<file path="src/rtl/flow_led_ctrl.sv">
// ---------------------------------------------------------------------------
// flow_led_ctrl
//   Parametrised LED sequencer. The design has LED_NUM LEDs, a step period of
//   STEP_CNT clocks and a selectable output polarity. It supports four runtime
//   patterns: rotate-left, rotate-right, ping-pong and bar fill. It also has a
//   pause input and a synchronous restart.
//
// Parameters
//   LED_NUM        number of LEDs (>= 2)
//   STEP_CNT       clocks per pattern step (>= 2)
//   LED_ACTIVE_LOW 1: led = ~pattern, 0: led = pattern
//
// Ports
//   sys_clk    in   1        system clock
//   sys_rst_n  in   1        asynchronous reset, active low
//   mode       in   2        00 rot-left, 01 rot-right, 10 ping-pong, 11 fill
//   pause      in   1        1: freeze step counter and pattern
//   restart    in   1        sync pulse: restart the sequence in the current mode
//   led        out  LED_NUM  LED drive, polarity per LED_ACTIVE_LOW
//   step_tick  out  1        1-cycle pulse coincident with each new pattern
// ---------------------------------------------------------------------------
module flow_led_ctrl #(
    parameter int LED_NUM        = 4,
    parameter int STEP_CNT       = 25_000_000,
    parameter bit LED_ACTIVE_LOW = 1'b0
) (
    input  logic               sys_clk,
    input  logic               sys_rst_n,
    input  logic [1:0]         mode,
    input  logic               pause,
    input  logic               restart,
    output logic [LED_NUM-1:0] led,
    output logic               step_tick
);

    localparam int CNT_W = $clog2(STEP_CNT);

    localparam logic [CNT_W-1:0]   CNT_LAST = CNT_W'(STEP_CNT - 1);
    localparam logic [LED_NUM-1:0] POL_MASK = {LED_NUM{LED_ACTIVE_LOW}};
    localparam logic [LED_NUM-1:0] PAT_LSB  = {{(LED_NUM-1){1'b0}}, 1'b1};
    localparam logic [LED_NUM-1:0] PAT_MSB  = {1'b1, {(LED_NUM-1){1'b0}}};

    typedef enum logic [1:0] {
        MODE_ROL  = 2'b00,
        MODE_ROR  = 2'b01,
        MODE_PING = 2'b10,
        MODE_FILL = 2'b11
    } mode_t;

    // Ping-pong travel direction; only advanced while mode_q is MODE_PING.
    typedef enum logic {
        DIR_L = 1'b0,
        DIR_R = 1'b1
    } dir_t;

    logic [CNT_W-1:0]   cnt_q,     cnt_d;
    logic [LED_NUM-1:0] pattern_q, pattern_d;
    dir_t               dir_q,     dir_d;
    mode_t              mode_q,    mode_d;
    logic [LED_NUM-1:0] led_d;
    logic               step_tick_d;
    logic               step_edge;
    mode_t              mode_in;

    assign mode_in   = mode_t'(mode);
    assign step_edge = (cnt_q == CNT_LAST);

    // Starting pattern of each mode. Rotate-right starts at the top LED so
    // that its first visible move is downward.
    function automatic logic [LED_NUM-1:0] init_pattern(input mode_t m);
        logic [LED_NUM-1:0] p;
        p = PAT_LSB;
        if (m == MODE_ROR) begin
            p = PAT_MSB;
        end
        return p;
    endfunction

    // -----------------------------------------------------------------------
    // State register. led and step_tick are registered from the same next
    // values as pattern, so they change on the same edge as the pattern.
    // -----------------------------------------------------------------------
    always_ff @(posedge sys_clk or negedge sys_rst_n) begin
        if (!sys_rst_n) begin
            cnt_q     <= '0;
            pattern_q <= PAT_LSB;
            dir_q     <= DIR_L;
            mode_q    <= MODE_ROL;
            led       <= PAT_LSB ^ POL_MASK;
            step_tick <= 1'b0;
        end else begin
            cnt_q     <= cnt_d;
            pattern_q <= pattern_d;
            dir_q     <= dir_d;
            mode_q    <= mode_d;
            led       <= led_d;
            step_tick <= step_tick_d;
        end
    end

    // -----------------------------------------------------------------------
    // Next-state logic. Priority: restart > pause > step.
    // The mode input is only sampled on restart or at a step edge, so a mode
    // change between step edges stays invisible until the next step edge.
    // -----------------------------------------------------------------------
    always_comb begin
        cnt_d     = cnt_q;
        pattern_d = pattern_q;
        dir_d     = dir_q;
        mode_d    = mode_q;

        if (restart) begin
            cnt_d     = '0;
            mode_d    = mode_in;
            pattern_d = init_pattern(mode_in);
            dir_d     = DIR_L;
        end else if (pause) begin
            // Hold everything. A step due on this clock is deferred to the
            // first unpaused clock because cnt stays at CNT_LAST.
        end else if (step_edge) begin
            cnt_d = '0;
            if (mode_in != mode_q) begin
                mode_d    = mode_in;
                pattern_d = init_pattern(mode_in);
                dir_d     = DIR_L;
            end else begin
                case (mode_q)
                    MODE_ROL: begin
                        pattern_d = {pattern_q[LED_NUM-2:0], pattern_q[LED_NUM-1]};
                    end
                    MODE_ROR: begin
                        pattern_d = {pattern_q[0], pattern_q[LED_NUM-1:1]};
                    end
                    MODE_PING: begin
                        // Reverse on reaching an end LED. This keeps each end
                        // LED lit for exactly one step (period 2N-2).
                        case (dir_q)
                            DIR_L: begin
                                if (pattern_q[LED_NUM-1]) begin
                                    dir_d     = DIR_R;
                                    pattern_d = pattern_q >> 1;
                                end else begin
                                    pattern_d = pattern_q << 1;
                                end
                            end
                            DIR_R: begin
                                if (pattern_q[0]) begin
                                    dir_d     = DIR_L;
                                    pattern_d = pattern_q << 1;
                                end else begin
                                    pattern_d = pattern_q >> 1;
                                end
                            end
                            default: begin
                                dir_d = DIR_L;
                            end
                        endcase
                    end
                    MODE_FILL: begin
                        // After all LEDs are lit, go to all-dark. The next
                        // step starts a new fill (period N+1).
                        if (pattern_q == '1) begin
                            pattern_d = '0;
                        end else begin
                            pattern_d = {pattern_q[LED_NUM-2:0], 1'b1};
                        end
                    end
                    default: begin
                        pattern_d = PAT_LSB;
                    end
                endcase
            end
        end else begin
            cnt_d = cnt_q + 1'b1;
        end
    end

    // -----------------------------------------------------------------------
    // Output logic: polarity applied to the next pattern. The tick fires only
    // when a step actually takes place.
    // -----------------------------------------------------------------------
    always_comb begin
        led_d       = pattern_d ^ POL_MASK;
        step_tick_d = 1'b0;
        if (!restart && !pause && step_edge) begin
            step_tick_d = 1'b1;
        end
    end

endmodule

</file>
<file path="config.mk">
export PLATFORM = sky130hd
export DESIGN_NAME = flow_led_ctrl
export DESIGN_NICKNAME = d
export VERILOG_FILES = /design/src/rtl/flow_led_ctrl.sv
export SDC_FILE = /design/constraint.sdc
export NUM_CORES = 1
export LEC_CHECK = 0
export CAP_MARGIN = 25
export CORE_ASPECT_RATIO = 1.75
export CORE_MARGIN = 2
export CORE_UTILIZATION = 59
export DETAILED_ROUTE_END_ITERATION = 16
export HOLD_SLACK_MARGIN = 0.15
export MAX_ROUTING_LAYER = met4
export PLACE_DENSITY = 0.79
export RECOVER_POWER = 100
export SLEW_MARGIN = 20
export SYNTH_ARGS = -nofsm -noshare
export SYNTH_HDL_FRONTEND = slang
export SYNTH_SLANG_ARGS = --single-unit
</file>
<file path="constraint.sdc">
create_clock -name sys_clk -period 2.2 [get_ports sys_clk]
set_clock_uncertainty 0.1 [all_clocks]
set_input_delay 0.66 -clock sys_clk [delete_from_list [all_inputs] [get_ports sys_clk]]
set_output_delay 0.66 -clock sys_clk [all_outputs]
set_load 0.01 [all_outputs]
</file>
* Yosys cells after proc, flatten, opt, wreduce, memory -nomap -nowiden *
Index checks and enable logic that the tools add are counted.
Widths: inputs -> output; s select.

storage, ports and cells
  register bits = 33

operators by class
  add/subtract/negate cells = 1
  equality and inequality tests = 8
  multiplexer cells = 26
  bitwise operators = 1
  reduce and logical (&&, ||, !) cells = 11

operators with widths
  cell                   number
  $mux 25                3
  $mux 4                 8
  $add 25x1->25 const B  1
  $eq 25x25->1 const B   1
  $pmux 4 s4             1
  $mux 1                 8
  $mux 2                 4
  $pmux 4 s2             1
  $reduce_and 3->1       2
  $eq 2x1->1 const B     2
  $eq 2x2->1 const B     2
  $eq 4x4->1 const B     1
  $reduce_bool 2->1      2
  $reduce_bool 3->1      1
  $logic_and 1x1->1      2
  $logic_not 1->1        2
  $logic_not 2->1        1
  $ne 2x1->1 const B     1
  $ne 2x2->1             1
  $pmux 1 s2             1
  $reduce_and 2->1       1
  $not 1->1              1

* Logic depth before layout (Yosys ltp) *
Gate-level depths: netlist (run 1).

  word-level depth = 7
  mapped depth = 7
  gate-level depth less buffers = 6

* Worst setup path before layout (run 1) *
OpenSTA, ideal clock, no wires.

  path kind = input to register
  start = input port pause
  end = register cnt_q[22]
  setup time = 0.073 ns
  arrival = 1.862 ns
  path slack = 0.165 ns
  stages = 6
  buffers on the path = 1
  path through = nor2b_1 -> buf_6 -> nor3_4 -> nand3_4 -> or4_4 -> a21oi_2

between the ends
  longest elaborated chain between the ends = 1

RTL lines
  item                  RTL line  source
  start, declared       30        input logic pause,
  $ne 2x1->1 (no line)  --
  end signal, assigned  92        cnt_q <= cnt_d;
  end, declared         56        logic [CNT_W-1:0] cnt_q, cnt_d;

No other way between the ends.
A chain may end at the register's enable or synchronous reset.

* Final worst setup path (run 1) *
  start = register cnt_q[15]
  end = register dir_q

between the ends
  longest elaborated chain between the ends = 3

RTL lines
  item                         RTL line  source
  $eq 25x25->1                 66        assign step_edge = (cnt_q == CNT_LAST);
  $reduce_bool 2->1 (no line)  --
  $reduce_and 3->1 (no line)   --
  end signal, assigned         94        dir_q <= dir_d;
  end, declared                58        dir_t dir_q, dir_d;

No other way between the ends.

==> results of run 1 <==
## final cells by class
class	count	area share [%]
multi-input cells	152	45.2
flip-flops and latches	33	36.8
repair buffers	30	11.3
clock buffers	6	3.23
well taps	43	2.40
inverters	4	0.669
clock inverters	2	0.446
## per-layer routing
metal | part of all wire [%] | vias up | track usage [%]
met1 | 35 | 805 | 28.7
met5 | 0 | - | -
li1 | - | 754 | -
met4 | 3.5 | 0 | 13.9
met2 | 56 | 67 | 50.6
met3 | 4.5 | 14 | 5.75
## flip-flops by register name, summed over array words and instances, names as in the netlist
signal,count
cnt_q,25
dir_q,1
mode_q,2
step_tick,1
pattern_q,4
## critical path, delay by kind of cell, from the launching register on
kind	cells	cell delay, ps
AO/OA/AOI/OAI	1	230
AND/OR/NAND/NOR	4	1430
flip-flops	1	420
## where the power goes
part | switching [mW] | internal [mW]
Sequential | 0.0305 | 0.624
Clock | 0.224 | 0.219
Combinational | 0.0774 | 0.0726
## worst min-delay path by stage
stage / from / to / slack, ps / cells past startpoint
after floorplan: sys_rst_n / cnt_q[0] / 260 / 0
after detailed placement: cnt_q[0] / cnt_q[0] / 420 / 1
after global placement: cnt_q[0] / cnt_q[0] / 410 / 1
final: cnt_q[0] / cnt_q[0] / 430 / 1
after global routing: cnt_q[1] / cnt_q[1] / 470 / 1
after CTS: cnt_q[0] / cnt_q[0] / 430 / 1
## logic make-up (layout without fill, tap and decap cells)
logic type	Yosys count	in the layout	synth area share, %
AND/OR/NAND/NOR	96	96	27.8
flip-flops	33	33	44.1
AO/OA/AOI/OAI	25	25	8.81
XOR/XNOR	23	23	10.7
buffers and inverters	12	42	3.80
multiplexers	7	7	4.14
adder cells (fa/ha/maj)	1	1	0.667
## layout by cell type, fill, tap and decap left out, types with 4 or more instances in the layout
cell type and count:
dfrtp_1 32, clkbuf_8 5, inv_1 4, nand2_1 15
xnor2_1 7, o21ai_0 8, nand3_1 9, clkdlybuf4s50_1 6
nor2_1 34, nand4_1 10, buf_4 19, xor2_1 16
mux2_2 5, a21oi_1 6, nor2b_1 4, nor3_1 4
## what timing repair did
action | 4_1_cts | 5_1_grt
buffers inserted | 0 | 0
hold buffers | 0 | 0
setup endpoints to repair | 1 | 26
pin swaps | 0 | 2
gates cloned | 0 | 0
resized for setup | 1 | 9
## metrics by stage
stage / area, um^2 / hold WS (ps) / worst slack (ps) / util, % / total power [mW]
after floorplan: 1880 / 264 / 165 / - / 0.734
after global placement: 2120 / 405 / -206 / 68.3 / 0.795
after detailed placement: 2120 / 418 / -333 / 68.3 / 0.806
after CTS: 2210 / 430 / 11.9 / 71.1 / 1.24
after global routing: 2250 / 468 / -11.7 / 72.3 / 1.29
final: 2250 / 428 / -27.4 / 72.3 / 1.25
==> reports/qor.yml, run 1 <==
status: "finished, violations left"
violations: "negative setup slack"
synth_common_cells: "nor2_1 (34), dfrtp_1 (32), xor2_1 (16)"
startpoint: "cnt_q[15]"
clockBufferDepth: 2
synth_edf_count: 0
ys_seq_elements: 33
die_w_um: 46.6
fmax_mhz: 449
wire_per_inst_um: 17.7
netlist_area_mm2: 0.00188
slew_headroom_pct: 45.6
yosysSeqAreaShare_pct: 44.1
die_area_mm2: 0.00366
crit_type: "register to register"
first_pass_iters: 5
rr_endpoint: "dir_q"
timing.rr.start: "cnt_q[15]"
cp.arrival_ps: 2350
async_flop_share_pct: 100
ys_types: 44
drv_cap: 0
cts-htree-levels: 2
setup_viol: 1
dp.cells: 262
nets: 233
fin_crit_ps: 2230
io_buffers: 10
setup_slack_ps: -27.4
grt_pass1_vias: 1643
clockRootBuffer: "clkbuf_8"
multi_input_comb_area_mm2: 0.00101
seq_area_um2: 827
netlist.area_leader.share_pct: 42.7
grtUsageTotal_pct: 28.9
grt_pass1_wl_um: 7370
finalWirelength_um: 4770
ir_drop_mv: 0.456
syn-num-nets: 204
cts_tree: "built"
critical-path-slowest-cell: "or4bb_1"
synthFlopType: "dfrtp_1"
ant_nets: 0
leakage_nw: 0.969
post-route-period-util_pct: 101
synth_area_leaders: "dfrtp_1 (43%), xor2_1 (7.5%), nor2_1 (6.8%), nand4_1 (3.3%), xnor2_1 (3.3%)"
yosysMostFrequentCell: "nor2_1"
start_util_pct: 60.3
yosysWarnings: 0
hp-class: "register to register"
fin_setup_tns_ps: -27.4
grt_max_degree: 34
critPathMaxFanout: 4
worstMarginPinSlew_ps: 816
clkLatencyLatePin_ps: 290
cp_data_required_time_ps: 2320
die_h_um: 78.6
finalHoldViolCount: 0
core_area_mm2: 0.00311
endpoint: "dir_q"
path_clk_slew_ps: 80
reg2reg_slack_ps: -30
grt_overflow: 0
io_pins: 11
netlist_instances: 197
cts_buffers: 5
numClockSinks: 33
syn_area_per_cell_um2: 9.52
vias: 1640
fin_cells: 270
drt_iter0_drc: 78
critPathMaxStageDelay_ps: 530
hpwl_um: 3360
endpoint_kind: "register"
drive_gt1_share_pct: 20.7
syn2layout_area_growth_pct: 19.7
n_antenna_cell: 0
slew_viol_final: 0
vias_per_cell: 6.07
synth_area_leader_cell: "dfrtp_1"
routabilityCongestion: 0.962
worst_setup_path_start_kind: "register"
drcViolationCount: 0
cellPowerDensity_mw_per_mm2: 556
path_cells: "or4bb_1 -> nor3_2 -> nand2_1 -> nor3_1 -> a41o_1"
antenna_found_initial: 0
reg2reg_depth: 5
rows: 27
nFillCells: 240
(Power assumes the default switching activity.)
==> run 2, diff against run 1 <==
--- a/config.mk
+++ b/config.mk
@@ -14,6 +14,7 @@
 export MAX_ROUTING_LAYER = met4
 export PLACE_DENSITY = 0.79
 export RECOVER_POWER = 100
+export SKIP_LAST_GASP = 1
 export SLEW_MARGIN = 20
 export SYNTH_ARGS = -nofsm -noshare
 export SYNTH_HDL_FRONTEND = slang
==> results of run 2 <==
Same layout as run 1: the final DEF is identical, and so are final timing and power.
==> run 3, diff against run 2 <==
--- a/config.mk
+++ b/config.mk
@@ -8,12 +8,12 @@
 export CAP_MARGIN = 25
 export CORE_ASPECT_RATIO = 1.75
 export CORE_MARGIN = 2
-export CORE_UTILIZATION = 59
+export CORE_UTILIZATION = 60
 export DETAILED_ROUTE_END_ITERATION = 16
 export HOLD_SLACK_MARGIN = 0.15
 export MAX_ROUTING_LAYER = met4
-export PLACE_DENSITY = 0.79
-export RECOVER_POWER = 100
+export PLACE_DENSITY = 0.89
+export RECOVER_POWER = 50
 export SKIP_LAST_GASP = 1
 export SLEW_MARGIN = 20
 export SYNTH_ARGS = -nofsm -noshare
==> constraint.sdc (replaced) <==
create_clock -name sys_clk -period 2.6 [get_ports sys_clk]
set_clock_uncertainty 0.1 [all_clocks]
set_input_delay 0.78 -clock sys_clk [delete_from_list [all_inputs] [get_ports sys_clk]]
set_output_delay 0.78 -clock sys_clk [all_outputs]
set_load 0.01 [all_outputs]
==> reports/qor.yml, run 3 (synthesis results as in run 1) <==
finalWirelength_um: 4160
drv_cap: 0
nets: 227
p_comb_share_pct: 10.0
io_pins: 11
status: "completed"
ant_nets: 0
largestRegisters: "cnt_q x25, pattern_q x4, mode_q x2"
post-route-period-util_pct: 88.9
first_pass_iters: 4
grtUsageTotal_pct: 27.5
endpoint_kind: "output port"
most-common-layout-cells: "nor2_1 (34), dfrtp_1 (32), xor2_1 (16)"
drt_iter0_drc: 45
slew_viol_final: 0
rsz0062_at_grt: "no"
ir_drop_mv: 0.491
numClockSinks: 33
swShare_pct: 22.7
power.share.clock_pct: 42.4
leakage_nw: 0.926
grt_overflow: 0
cp.arrival_ps: 1430
slew_headroom_pct: 45.6
fin_crit_ps: 2310
clkLatencyLatePin_ps: 290
drcViolationCount: 0
cts_resized: 0
finalHoldViolCount: 0
critPathMaxFanout: 7
n_antenna_cell: 0
die_w_um: 46.3
fmax_mhz: 433
path_buf_inv: 1
path_clk_slew_ps: 70
critPathMaxStageDelay_ps: 600
cts_tree: "built"
p_total_mw: 1.16
die_h_um: 78.0
postCtsSetupBuffers: 0
vias_per_cell: 5.81
critical-path-slowest-cell: "dfstp_2"
clockBufferDepth: 2
start_util_pct: 63.4
worstMarginPinSlew_ps: 816
switchingPower_mw: 0.264
final_common_cell: "nor2_1"
core_area_mm2: 0.00296
drive_gt1_share_pct: 16.3
grt_pass1_wl_um: 7130
largest_register_ffs: 25
wire_per_inst_um: 15.8
hp-class: "register to register"
worst_setup_path_start_kind: "register"
cp_data_required_time_ps: 1720
hold_buffers: 0
cts_buffers: 5
crit_type: "register to output port"
cellPowerDensity_mw_per_mm2: 531
grt_max_degree: 34
path_cells: "clkdlybuf4s50_1"
hpwl_um: 3070
antenna_found_initial: 0
crit_family: "flip-flops"
vias: 1528
rows: 26
clockRootBuffer: "clkbuf_8"
die_area_mm2: 0.00361
fin_setup_tns_ps: 0
routabilityCongestion: 0.958
internal-power_mw: 0.898
io_buffers: 10
setup_viol: 0
grt_pass1_vias: 1618
top_register: "cnt_q"
cts-htree-levels: 2
syn2layout_area_growth_pct: 16.8
power_frac_seq_pct: 47.6
-- run 3: cell count changes in the layout (fill, tap and decap cells not counted), sizes merged --
| cell | previous run | this run |
|---|---|---|
| buf | 19 | 13 |
| bufinv | 0 | 1 |
| clkbuf | 7 | 8 |
| clkdlybuf4s25 | 1 | 0 |
| clkdlybuf4s50 | 6 | 9 |
| clkinv | 2 | 0 |
| dlymetal6s2s | 2 | 0 |
-- run 3: final cells by class --
class / count / area (um^2)
Fill cell: 209 / 769
Multi-Input combinational cell: 152 / 977
Clock buffer: 7 / 86.3
Sequential cell: 33 / 827
Inverter: 4 / 15.0
Timing Repair Buffer: 24 / 203
Clock inverter: 1 / 30.0
Tap cell: 42 / 52.6
-- run 3: path summary, 6_finish.rpt --
kind | to | startpoint | depth (start not counted) | slack (ps)
max | led[0] | pattern_q[0] | 1 | 290
min | cnt_q[0] | cnt_q[0] | 1 | 430
max reg2reg | pattern_q[3] | cnt_q[0] | 5 | 430
min reg2reg | cnt_q[0] | cnt_q[0] | 1 | 430
max in group asynchronous | cnt_q[11] | sys_rst_n | 2 | 850
min in group asynchronous | cnt_q[16] | sys_rst_n | 2 | 1020
-- run 3: per-stage QoR --
stage	instance area (um^2)	hold slack, ps	setup WS, ps	util (%)	instances
3_3_place_gp	2080	404	54.5	70.2	255
4_1_cts	2190	439	283	74.1	263
5_1_grt	2190	469	229	74.0	263
6_report	2190	434	288	74.0	263
3_5_place_dp	2080	428	25.6	70.2	255
2_1_floorplan	1880	384	445	-	197
-- run 3: layer usage --
| layer | GRT usage (%) | vias up | share of wire (%) |
|---|---|---|---|
| met5 | - | - | 0 |
| met4 | 12.3 | 0 | 2.2 |
| met3 | 8.84 | 10 | 4.0 |
| met2 | 45.0 | 45 | 55 |
| met1 | 28.8 | 738 | 39 |
| li1 | - | 735 | - |
-- run 3: power by group through the flow --
stage	clock network, mW	registers (mW)	logic, mW
floorplan	0	0.552	0.0691
global placement	0	0.558	0.111
detailed placement	0	0.561	0.118
CTS	0.502	0.552	0.118
global route	0.528	0.554	0.128
finish	0.493	0.553	0.117
-- run 3: worst register-to-register path, cell delays in order (launching register included) --
cell and delay, ps:
dfrtp_1 390, ha_1 180, nand3_1 210, nor4_1 450, a31o_2 360, mux2_2 370
